**src/rtl/bus_rd_resp.sv**
```systemverilog
// Read-response engine: queues AR requests and streams one memory beat per cycle,
// returning beats in acceptance order with gapless back-to-back bursts.
module bus_rd_resp #(
    parameter int unsigned AQ_DEPTH = 2,
    parameter int unsigned ADDR_INC = 1
) (
    input  logic        clk,
    input  logic        rst,
    input  logic        PrbBus_arvalid,
    input  logic [3:0]  PrbBus_arusrid,
    input  logic [3:0]  PrbBus_arlen,
    input  logic        PrbBus_aruserap,
    input  logic [27:0] PrbBus_araddr,
    output logic        BusPrb_arready,
    output logic        BusPrb_rvalid,
    output logic        BusPrb_rlast,
    output logic [3:0]  BusPrb_rid,
    output logic [31:0] BusPrb_rdata,
    output logic        mem_rd_en,
    output logic [27:0] mem_rd_addr,
    input  logic [31:0] mem_rd_data,
    output logic        busy
);

    localparam int unsigned PW = (AQ_DEPTH > 1) ? $clog2(AQ_DEPTH) : 1;
    localparam int unsigned CW = PW + 1;
    localparam logic [27:0]   INC  = 28'(ADDR_INC);
    localparam logic [CW-1:0] FULL = CW'(AQ_DEPTH);

    typedef struct packed {
        logic [3:0]  id;
        logic [3:0]  len;
        logic        ap;
        logic [27:0] addr;
    } aq_entry_t;

    typedef enum logic {IDLE, BURST} state_t;

    aq_entry_t     aq_mem [AQ_DEPTH];
    aq_entry_t     head;
    logic [PW-1:0] wr_ptr, rd_ptr;
    logic [CW-1:0] count;
    logic          aq_nonempty;
    logic          push, pop;

    state_t        state, state_nxt;
    logic          issue, last;
    logic [27:0]   cur_addr;
    logic [3:0]    cur_len, cur_id, beat_cnt;
    logic          cur_ap;

    logic          rvalid_q, rlast_q;
    logic [3:0]    rid_q;

    assign aq_nonempty    = (count != '0);
    assign head           = aq_mem[rd_ptr];
    assign BusPrb_arready = ~rst & (count != FULL);
    assign push           = PrbBus_arvalid & BusPrb_arready;

    always_ff @(posedge clk) begin
        if (push) begin
            aq_mem[wr_ptr] <= {PrbBus_arusrid, PrbBus_arlen, PrbBus_aruserap, PrbBus_araddr};
        end
    end

    always_ff @(posedge clk) begin
        if (rst) begin
            wr_ptr <= '0;
            rd_ptr <= '0;
            count  <= '0;
        end else begin
            if (push) wr_ptr <= wr_ptr + 1'b1;
            if (pop)  rd_ptr <= rd_ptr + 1'b1;
            case ({push, pop})
                2'b10:   count <= count + 1'b1;
                2'b01:   count <= count - 1'b1;
                default: count <= count;
            endcase
        end
    end

    always_ff @(posedge clk) begin
        if (rst) state <= IDLE;
        else     state <= state_nxt;
    end

    always_comb begin
        state_nxt = state;
        case (state)
            IDLE:    if (aq_nonempty) state_nxt = BURST;
            BURST:   if (last && !aq_nonempty) state_nxt = IDLE;
            default: state_nxt = IDLE;
        endcase
    end

    // The last beat pops the next entry in the same cycle so bursts run back to back.
    always_comb begin
        issue = 1'b0;
        last  = 1'b0;
        pop   = 1'b0;
        if (state == BURST && !rst) begin
            issue = 1'b1;
            last  = (beat_cnt == cur_len);
        end
        pop = aq_nonempty & ((state == IDLE) | last);
    end

    always_ff @(posedge clk) begin
        if (rst) begin
            cur_addr <= '0;
            cur_len  <= '0;
            cur_id   <= '0;
            cur_ap   <= 1'b0;
            beat_cnt <= '0;
        end else if (pop) begin
            cur_addr <= head.addr;
            cur_len  <= head.len;
            cur_id   <= head.id;
            cur_ap   <= head.ap;
            beat_cnt <= '0;
        end else if (issue) begin
            beat_cnt <= beat_cnt + 4'd1;
            if (cur_ap) cur_addr <= cur_addr + INC;
        end
    end

    always_ff @(posedge clk) begin
        if (rst) begin
            rvalid_q <= 1'b0;
            rlast_q  <= 1'b0;
            rid_q    <= '0;
        end else begin
            rvalid_q <= issue;
            rlast_q  <= last;
            rid_q    <= issue ? cur_id : '0;
        end
    end

    assign mem_rd_en     = issue;
    assign mem_rd_addr   = issue ? cur_addr : '0;
    assign BusPrb_rvalid = rvalid_q;
    assign BusPrb_rlast  = rlast_q;
    assign BusPrb_rid    = rid_q;
    assign BusPrb_rdata  = rvalid_q ? mem_rd_data : '0;
    assign busy          = ~rst & (aq_nonempty | (state == BURST) | rvalid_q);

endmodule

```
**config.mk**
```make
export PLATFORM = sky130hd
export DESIGN_NAME = bus_rd_resp
export DESIGN_NICKNAME = d
export VERILOG_FILES = /design/src/rtl/bus_rd_resp.sv
export SDC_FILE = /design/constraint.sdc
export NUM_CORES = 1
export LEC_CHECK = 0
export BUFFER_PORTS_ARGS = -buffer_cell sky130_fd_sc_hd__buf_2
export CAP_MARGIN = 20
export CORE_MARGIN = 2
export CORE_UTILIZATION = 57
export DETAILED_ROUTE_END_ITERATION = 10
export PLACE_DENSITY_LB_ADDON = 0.3
export SKIP_LAST_GASP = 1
export SLEW_MARGIN = 15
export SYNTH_ARGS = -nofsm -noshare
export SYNTH_HDL_FRONTEND = slang
export SYNTH_SLANG_ARGS = --single-unit
export TNS_END_PERCENT = 10
```
**constraint.sdc**
```tcl
create_clock -name clk -period 5.2 [get_ports clk]
set_input_delay 0 -clock clk [delete_from_list [all_inputs] [get_ports clk]]
set_output_delay 0 -clock clk [all_outputs]
set_load 0.05 [all_outputs]
```
==> metrics.md, run 1 <==
| Metric | Value |
|---|---|
| DR pass1 iterations | 4 |
| Routability cong. | 0.878 |
| Mapped Cells | 469 |
| Crit start category | register |
| Final setup margin | 2.30 ns |
| Fin cells | just under 800 |
| DRC | 0 |
| First-pass GRT wire length | 19400 um |
| Mapped Nets | 544 |
| Critical path's slowest cell | inv_2 |
| Die width | approximately 100 um |
| Starting Density | 59.2% |
| Port Buf Inserts | 140 |
| Critical path cell sequence | xnor2_1 > nand4_1 > o22a_1 > buf_4 > inv_2 > ha_1 > or3_1 > a21oi_1 |
| Library cells used by synthesis | 39 |
| Total power | around 4.0 mW |
| Final wirelength | 12600 um |
| Core area | 0.00933 mm^2 |
| Clock Sinks | 127 |
| Antenna viol nets, final | 0 |
| Main synth FF type | edfxtp_1 |
| Placed cells | 710 |
| Pre-CTS WS | 2.29 ns |
| Fmax | ~0.35 GHz |
| Die height | 102 um |
| Vias in the first global route | approximately 4100 |
| Synth Register Bits | 127 |
| DR vias | 4246 |
| Post-synthesis sequential area ratio | 59.4% |
| 1st-iter DRT viols | around 230 |
| CTS tree | yes |
| Synthesized cell area | 0.00553 mm^2 |
| Largest net degree at the start of global routing | 56 |
| Max_cap viols | 0 |
| Final hold slack | 0.147 ns |
| Initial antenna violation count | 0 |
| Grt total ovfl | 0 |
| I/O Pins | 141 |
| CP arrival | 3.32 ns |
| Final setup viols | 0 |
| Ys async rst share | 0% |
| Worst Setup Path Type | register to register |
| Avg Vias per Cell | 5.44 |
| Min cycle time layout | 2.90 ns |
| Tot GR Track Use | about a quarter |
| Clk slew on worst S/H paths | 0.06 ns |
| Fillers | 544 |
| CP required | 5.63 ns |
| Worst R2R Setup Slack | 2.30 ns |
| RSZ-0062 raised after global routing | false |
| Synth Area per Inst | roughly 12 um^2 |
| Crit path max-delay family | buffers and inverters |
| Fraction of layout cells with a size suffix above 1 | 27.9% |
| Num CTS Buffers | 17 |
| Critical Path Sink Type | register |
| Site Rows | 35 |
| Maximum buffer depth of the clock tree | 2 |
| Ys Warns | 0 |
| Slew HR | 31.2% |
| Slew Limit Fails | 0 |
| Die footprint | 0.0105 mm^2 |
| Slowest cell delay on critical path | 0.56 ns |
| Area delta synth->final | 33.2% |
| Crit-path max FO | 44 |
| Post-route clock period utilization | 55.7% |
| Leak | 2.90 nW |
| Post-DP HPWL | 7820 um |
| EDFF count, synth | 74 |
| Peak supply drop | ~0.32 mV |
| Skew-Pair Late Insertion Delay | 0.51 ns |
| Final Hold Fails | 0 |
| Power per Cell Area | about 540 mW/mm^2 |
| Status | complete, no violations |
| Worst slew pin tran | 1.03 ns |
| Hold WC Path Type | input port to register |
| Final Skew | 0.0109 ns |
| WP buf/inv | 2 |
| Root Driver | clkbuf_8 |
| Setup TNS | 0 ns |
| CTS H-tree depth | 4 |
| # diodes | 0 |
| Post-DR wirelength/cell | around 16 um |
| Fin nets | roughly 710 |
| Post_cts resized | 0 |
## through the flow
stage	instance area (um^2)	util [%]
6_report	7360	78.9
5_1_grt	7360	78.9
4_1_cts	7330	78.5
3_5_place_dp	6280	67.4
3_3_place_gp	6280	67.4
2_1_floorplan	5530	-
## routing by layer
metal  vias up  wire [um]  global-route usage [%]
li1       2058          -                       -
met1      1991       5250                    29.4
met2       181       6280                    44.4
met3        16        883                    5.61
met4         0        159                    7.28
met5         -          0                       0
## report_power, final
group          switching, mW  total (mW)  internal [mW]
Clock                  0.434        1.31          0.872
Combinational          0.760        1.19          0.430
Sequential             0.226        1.49           1.26
## final cells by class
| class | count | area, um^2 | area share [%] |
|---|---|---|---|
| Sequential cell | 127 | 3280 | 44.6 |
| Multi-Input combinational cell | 307 | 2110 | 28.7 |
| Timing Repair Buffer | 181 | 1120 | 15.3 |
| Clock buffer | 20 | 457 | 6.21 |
| Clock inverter | 12 | 205 | 2.79 |
| Tap cell | 129 | 161 | 2.19 |
| Inverter | 5 | 18.8 | 0.255 |
## worst paths after layout
path                                 start                       end  cells after the start
setup / recovery  beat_cnt[2]$_SDFFE_PP0N_     count[1]$_SDFFE_PP0P_                      8
setup reg to reg  beat_cnt[2]$_SDFFE_PP0N_     count[1]$_SDFFE_PP0P_                      8
hold / removal                         rst       wr_ptr$_SDFFE_PP0P_                      2
hold reg to reg     cur_id[2]$_SDFFE_PP0P_  BusPrb_rid[2]$_SDFF_PP0_                      1
## cell usage in the layout (no fill, tap or decap), types with 10 or more instances in the layout
master | netlist | routed
xnor2_1 | 27 | 27
a211oi_1 | 51 | 51
and2_1 | 64 | 64
mux2i_1 | 23 | 23
nand4_1 | 10 | 10
clkbuf_16 | 0 | 17
nor2_1 | 30 | 29
edfxtp_1 | 74 | 74
nand3_1 | 11 | 11
dlygate4sd3_1 | 0 | 38
dfxtp_1 | 53 | 52
nand2_1 | 13 | 13
nor2b_1 | 18 | 17
buf_2 | 3 | 140
## timing repair
item,CTS,global route
hold endpoints to repair,75,0
setup buffers,0,0
hold buffers,38,0
## registers in the layout, indices dropped and copies added (netlist names), 2 cells and up, named ones only
name and cells:
BusPrb_rid 4, aq_mem 74, beat_cnt 4, count 2, cur_addr 28, cur_id 4
cur_len 4
## cell usage after synthesis, types with 7 or more instances
cell	instances	area share [%]
xnor2_1	27	4.3
clkbuf_1	23	1.6
edfxtp_1	74	40
nand4_1	10	1.1
and2_1	64	7.2
mux2i_1	23	4.2
nand3_1	11	1.0
nor2b_1	18	2.0
a21oi_1	7	0.63
nor3_1	9	0.82
nand2_1	13	0.88
a211oi_1	51	6.9
dfxtp_1	53	19
xor2_1	9	1.4
nor2_1	30	2.0
## cell families after synthesis
family	after synthesis	synth area share (%)
AND/OR/NAND/NOR	178	18.4
flip-flops	127	59.4
buffers and inverters	35	2.72
adder cells (fa/ha/maj)	3	0.679
AO/OA/AOI/OAI	67	8.88
XOR/XNOR	36	5.71
multiplexers	23	4.17
No activity file was read; power rests on OpenSTA's default activity.
==> run 2, diff against run 1 <==
--- a/config.mk
+++ b/config.mk
@@ -8,7 +8,7 @@
 export BUFFER_PORTS_ARGS = -buffer_cell sky130_fd_sc_hd__buf_2
 export CAP_MARGIN = 20
 export CORE_MARGIN = 2
-export CORE_UTILIZATION = 57
+export CORE_UTILIZATION = 48
 export DETAILED_ROUTE_END_ITERATION = 10
 export PLACE_DENSITY_LB_ADDON = 0.3
 export SKIP_LAST_GASP = 1
==> constraint.sdc (replaced) <==
create_clock -name clk -period 2.6 [get_ports clk]
set_input_delay 0 -clock clk [delete_from_list [all_inputs] [get_ports clk]]
set_output_delay 0 -clock clk [all_outputs]
set_load 0.05 [all_outputs]
==> run 2 against run 1 <==
  * Via count down 2.3%
  * Critical path type is now register to primary output
  * Clock power up 57%
  * Non-clock buffer count up 8
  * Register-to-register slack worse by 1.9 ns
  * Worst setup slack worse by 1.9 ns
  * Sequential share of layout area up 0.37 points
  * Global-route usage down 4.0 points
  * Clock skew down 0.0045 ns
  * Combinational power up 100%
  * Critical path depth down 3
  * Largest cell class unchanged
  * Count of clock-buffer cells in the layout up 4
==> metrics.md, run 2 (synthesis gave the netlist of run 1 again) <==
| Metric | Value |
|---|---|
| DRC | 0 |
| Die height | 111 um |
| Hold Crit Start | PrbBus_arvalid |
| Worst Setup Path Type | register to primary output |
| CTS H-tree depth | 4 |
| Hold path cells | 4 |
| Core area | between 0.01 and 0.015 mm^2 |
| Num CTS Buffers | 17 |
| Maximum buffer depth of the clock tree | 2 |
| Avg Vias per Cell | a little over 5 |
| Final setup margin | 0.412 ns |
| Largest net degree at the start of global routing | 35 |
| Min cycle time layout | approximately 2.2 ns |
| I/O Pins | 141 |
| CP required | approximately 2.6 ns |
| Pre-CTS WS | 0.485 ns |
| CP arrival | 2.19 ns |
| Tot GR Track Use | about 21% |
| Leak | 2.88 nW |
| Crit-path max FO | 30 |
| Largest registers | aq_mem x74, cur_addr x28 |
| Fin nets | 722 |
| Post-DP HPWL | between 8000 and 9000 um |
| Post-route clock period utilization | a little over four fifths |
| Most common cell on crit path | buf_4 |
| Die width | 111 um |
| Post_cts resized | 0 |
| Critical Path Sink Type | primary output |
| DR pass1 iterations | 4 |
| Final core occ | 64.5% |
| Clock Sinks | 127 |
| Power per Cell Area | 1020 mW/mm^2 |
| Hold WC Path Type | input port to register |
| Final Hold Fails | 0 |
| Peak supply drop | 0.612 mV |
| CTS tree | yes |
| Crit start category | register |
| Fmax | 0.457 GHz |
| Slew Limit Fails | 0 |
| Slowest cell delay on critical path | 0.39 ns |
| Grt total ovfl | 0 |
| Leading cell type in the layout, fill and taps excluded | buf_2 |
| Antenna viol nets, final | 0 |
| WL met2 | 6040 um |
| Final instance area | 0.00730 mm^2 |
| Crit path max-delay family | buffers and inverters |
| Critical path cell sequence | buf_4 > nor2b_2 > buf_4 > and2_1 > buf_2 |
| Uppermost layer routed | met4 |
| Skew-Pair Late Insertion Delay | approximately 0.4 ns |
| Post-DR wirelength/cell | 15.5 um |
| Die footprint | 0.0124 mm^2 |
| Setup TNS | 0 ns |
| # diodes | 0 |
| Total power | 7.46 mW |
| Metal-1 WL | 5440 um |
| Final Skew | 0.00643 ns |
| First-pass GRT wire length | 20300 um |
| Fin cells | 803 |
| Max reg flops | 74 |
| Initial antenna violation count | 0 |
| Slew HR | between 50% and 60% |
| Placed instance area | 0.00639 mm^2 |
| Final hold slack | between 0.06 and 0.07 ns |
| Root Driver | clkbuf_16 |
| Critical path launch point | state$_SDFF_PP0_ |
| 1st-iter DRT viols | 208 |
| DR vias | 4150 |
| WP buf/inv | 3 |
| Final setup viols | 0 |
| Fraction of layout cells with a size suffix above 1 | 28.2% |
| Reg with most FFs | aq_mem |
| Starting Density | about half |
| Area delta synth->final | 32.1% |
| Final wirelength | 12500 um |
| Port Buf Inserts | 140 |
| Vias in the first global route | 4161 |
| Commonest non-fill, non-tap cells in the layout | buf_2 (140), edfxtp_1 (74), and2_1 (64) |
| Reg-to-Reg Start | cur_addr[2]$_SDFFE_PP0P_ |
| Clk slew on worst S/H paths | 0.05 ns |
| DR WL met3 | slightly below 800 um |
| Status | complete, no violations |
| Max_cap viols | 0 |
| Critical path's slowest cell | dfxtp_1 |
| Site Rows | 39 |
| Worst slew pin tran | 0.736 ns |
| WP depth | 5 |
| FF-to-FF path depth | 5 |
| RSZ-0062 raised after global routing | false |
| Placed cells | roughly 730 |
| Routability cong. | 0.861 |
-- run 2: final timing paths --
path | to | slack, ns
worst max register to register | cur_addr[27]$_SDFFE_PP0P_ | 0.45
worst max-delay path | mem_rd_addr[12] | 0.41
worst min-delay path | wr_ptr$_SDFFE_PP0P_ | 0.06
worst min register to register | BusPrb_rid[2]$_SDFF_PP0_ | 0.45
-- run 2: area by class of cell --
type | instances | area, um^2
clock buffer | 24 | 482
tap | 143 | 179
clock inverter | 8 | 42.5
timing repair buffer | 189 | 1190
sequential | 127 | 3280
multi-input combinational | 307 | 2100
inverter | 5 | 18.8
fill | 898 | 4020
-- run 2: report_power, final --
part | internal (mW) | switching [mW] | leakage (nW)
Sequential | 2.53 | 0.450 | 1.12
Clock | 1.28 | 0.787 | 0.255
Combinational | 0.914 | 1.50 | 1.51
-- run 2: tightest hold or removal path: stages --
cell and delay, ns:
buf_2 0.10, nand2_1 0.16, xor2_1 0.09, nor2_1 0.07
-- run 2: timing repair --
action                    CTS  global route
hold endpoints to repair   81             0
hold buffers               38             0
setup buffers               0             0
-- run 2: metal layers --
layer / vias up / track usage, %
met4: 0 / 7.16
met5: - / 0
li1: 2065 / -
met3: 17 / 5.69
met1: 1929 / 26.3
met2: 139 / 34.1
==> run 3, diff against run 2 <==
--- a/config.mk
+++ b/config.mk
@@ -5,10 +5,11 @@
 export SDC_FILE = /design/constraint.sdc
 export NUM_CORES = 1
 export LEC_CHECK = 0
+export ABC_AREA = 1
 export BUFFER_PORTS_ARGS = -buffer_cell sky130_fd_sc_hd__buf_2
 export CAP_MARGIN = 20
 export CORE_MARGIN = 2
-export CORE_UTILIZATION = 48
+export CORE_UTILIZATION = 54
 export DETAILED_ROUTE_END_ITERATION = 10
 export PLACE_DENSITY_LB_ADDON = 0.3
 export SKIP_LAST_GASP = 1
==> constraint.sdc (replaced) <==
create_clock -name clk -period 2.1 [get_ports clk]
set_input_delay 0 -clock clk [delete_from_list [all_inputs] [get_ports clk]]
set_output_delay 0 -clock clk [all_outputs]
set_load 0.05 [all_outputs]
==> run 3 against run 2 <==
  * Global-route usage grew 5.8 points
  * Combinational power grew 62%
  * Count of clock-buffer cells in the layout shrank 7
  * Clock power grew 36%
  * Critical path depth grew 7
  * Core utilization grew 7.7 points
  * Design area grew 8.1%
  * Sequential share of layout area shrank 3.4 points
  * Synthesized cell count grew 62%
  * Via count grew 34%
  * Hold slack lost 0.044 ns
  * Critical path type is now register to register
==> metrics.md, run 3 <==
| Metric | Value |
|---|---|
| Area leader, netlist | edfxtp_1 |
| Complex-gate fraction of the synthesized area | 7.02% |
| Main synth FF type | edfxtp_1 |
| DRC | 0 |
| Status | complete, no violations |
| Final setup viols | 0 |
| Slew HR | roughly two thirds |
| Critical path's slowest cell | dfxtp_1 |
| Count leader, synth | nand2_1 |
| Reg-to-Reg Start | beat_cnt[0]$_SDFFE_PP0N_ |
| Crit path max-delay family | simple AND/OR/NAND/NOR gates |
| Starting Density | 55.7% |
| Worst Setup Path Type | register to register |
| Fillers | 811 |
| Post-DR wirelength/cell | 14.3 um |
| Site Rows | 38 |
| Final hold slack | 0.0206 ns |
| Synth Area per Inst | 8.03 um^2 |
| Library cells used by synthesis | 33 |
| CTS tree | yes |
| Port Buf Inserts | 140 |
| Largest family of logic cells by synthesized area | simple AND/OR/NAND/NOR gates |
| Mapped Nets | 834 |
| Critical path launch point | beat_cnt[0]$_SDFFE_PP0N_ |
| Peak supply drop | roughly 0.87 mV |
| Skew-Pair Late Insertion Delay | 0.41 ns |
| CP required | 2.40 ns |
| Root Driver | clkbuf_16 |
| WP buf/inv | 2 |
| Final wirelength | 15500 um |
| Largest net degree at the start of global routing | 45 |
| CP arrival | 2.16 ns |
| Slew Limit Fails | 0 |
| DR pass1 iterations | 5 |
| Reg with most FFs | aq_mem |
| Power per Cell Area | 1310 mW/mm^2 |
| CTS H-tree depth | 4 |
| Die footprint | 0.0122 mm^2 |
| Post-synthesis sequential area ratio | 53.9% |
| Ys async rst share | 0% |
| Critical path cell sequence | inv_1 > nand2_1 > nand2_1 > nor2_2 > nand3_2 > nand2_4 > nand2_8 > buf_4 > nand2_1 > nand2_1 > nor2_1 > nor2_1 |
| Most common cell on crit path | nand2_1 |
| Num CTS Buffers | 17 |
| Clk slew on worst S/H paths | 0.05 ns |
| Max_cap viols | 0 |
| Synth top area cells | edfxtp_1 (36%), dfxtp_1 (17%), nand2_1 (16%), nor2_1 (5.8%), inv_1 (5.4%) |
| Worst slew pin tran | 0.495 ns |
| Antenna viol nets, final | 0 |
| Mapped Cells | roughly 760 |
| Avg Vias per Cell | 5.11 |
| Fraction of layout cells with a size suffix above 1 | 21.5% |
| Max reg flops | 74 |
| Commonest non-fill, non-tap cells in the layout | nand2_1 (257), buf_2 (140), nor2_1 (93) |
| RSZ-0062 raised after global routing | false |
| Synth Register Bits | roughly 130 |
| Die width | about 110 um |
| 1st-iter DRT viols | around 530 |
| Critical Path Sink Type | register |
| Min cycle time layout | about 1.9 ns |
| Crit-path max FO | 44 |
| Largest registers | aq_mem x74, cur_addr x28 |
| Ys Warns | 0 |
| Final Skew | around 0.0077 ns |
| Routability cong. | 0.924 |
| DR vias | 5566 |
| Area delta synth->final | 29.4% |
| Final Hold Fails | 0 |
| Maximum buffer depth of the clock tree | 2 |
| First-pass GRT wire length | ~24000 um |
| EDFF count, synth | 74 |
| I/O Pins | 141 |
| Post-synth top cells | nand2_1 (257), nor2_1 (95), inv_1 (88), edfxtp_1 (74), dfxtp_1 (53) |
| Grt total ovfl | 0 |
| Core area | 0.0109 mm^2 |
| Post-Synth XOR/XNOR Area | 1.87% |
| Leak | about 3.6 nW |
| Post-DP HPWL | 10100 um |
| Die height | 110 um |
| Fin nets | approximately 1000 |
| Fmax | 0.537 GHz |
| Tot GR Track Use | 26.5% |
| Hold WC Path Type | input port to register |
| Synth top area share | roughly 36% |
| Synth Area in Simple Gates | 27.2% |
| Slowest cell delay on critical path | about 0.40 ns |
| # diodes | 0 |
| Setup TNS | 0 ns |
| Leading cell type in the layout, fill and taps excluded | nand2_1 |
| Initial antenna violation count | 0 |
| Mux contribution to synthesized area | 0.821% |
| Adder-Cell Fraction of Synth Area | 0.616% |
| Crit start category | register |
| Clock Sinks | 127 |
| Hold Crit Start | rst |
| Post-route clock period utilization | 88.7% |
| Synthesized cell area | 0.00610 mm^2 |
| Post-CTS setup buffers | 0 |
| Vias in the first global route | 5090 |
run 3: cell types whose count changed after synthesis, moves of 6 or more:
cell,change
a211oi_1,-50
a21oi_1,+28
and2_1,-62
clkbuf_1,-10
inv_1,+84
mux2i_1,-18
nand2_1,+244
nand3_1,+24
nand4_1,-8
nor2_1,+65
nor2b_1,-18
nor3_1,-6
o21ai_0,+29
xnor2_1,-25
run 3: path summary, 6_finish.rpt:
check	end	slack, ns	cells past startpoint
max reg2reg	cur_addr[12]$_SDFFE_PP0P_	0.24	12
max	cur_addr[12]$_SDFFE_PP0P_	0.24	12
min reg2reg	BusPrb_rid[3]$_SDFF_PP0_	0.44	2
min	cur_addr[26]$_SDFFE_PP0P_	0.02	3
run 3: cell type report:
type                    count  area [um^2]  area share, %
clock buffers              17          425           5.39
multi-input cells         510         2320           29.4
clock inverters            14          144           1.82
well taps                 140          175           2.22
flip-flops and latches    127         3280           41.6
repair buffers            189         1200           15.2
inverters                  92          348           4.41
run 3: kinds of logic (layout without fill, tap and decap cells):
| kind of cell | count (synthesis) | count (layout) |
|---|---|---|
| buf+inv | 122 | 312 |
| xor+xnor | 13 | 13 |
| simple gates | 408 | 408 |
| fa+ha+maj | 3 | 3 |
| mux | 5 | 5 |
| flops | 127 | 127 |
| compound gates | 81 | 81 |
run 3: per-layer routing:
layer	GRT usage, %	share of wire (%)	vias up
met1	32.9	40	2480
li1	-	-	2758
met3	5.35	9.3	38
met5	0	0	-
met4	10.3	2.6	0
met2	45.5	48	290
run 3: metrics by stage:
stage	cell area, um^2	total power, mW	setup WS [ns]	utilization [%]	cells
4_1_cts	7890	10.3	0.236	72.2	1089
5_1_grt	7890	10.9	0.0208	72.2	1089
2_1_floorplan	6120	6.56	0.0253	-	759
3_3_place_gp	6950	7.37	0.353	63.6	1021
3_5_place_dp	6950	7.42	0.294	63.6	1021
6_report	7890	10.3	0.237	72.2	1089
run 3: what timing repair did:
| item | 4_1_cts | 5_1_grt |
|---|---|---|
| endpoints found under the hold margin | 74 | 0 |
| hold buffers | 37 | 0 |
| resized for setup | 0 | 1 |
| endpoints found under the setup margin | 0 | 1 |
run 3: power breakdown:
| part | internal [mW] | leakage [nW] | switching (mW) |
|---|---|---|---|
| combinational | 1.16 | 2.26 | 2.76 |
| clock | 1.73 | 0.269 | 1.07 |
| sequential | 3.15 | 1.11 | 0.417 |
| total | 6.05 | 3.64 | 4.25 |
run 3: worst min-delay path, cell delays in order:
cell and delay (ns):
buf_2 0.09, buf_4 0.24, a21oi_2 0.04
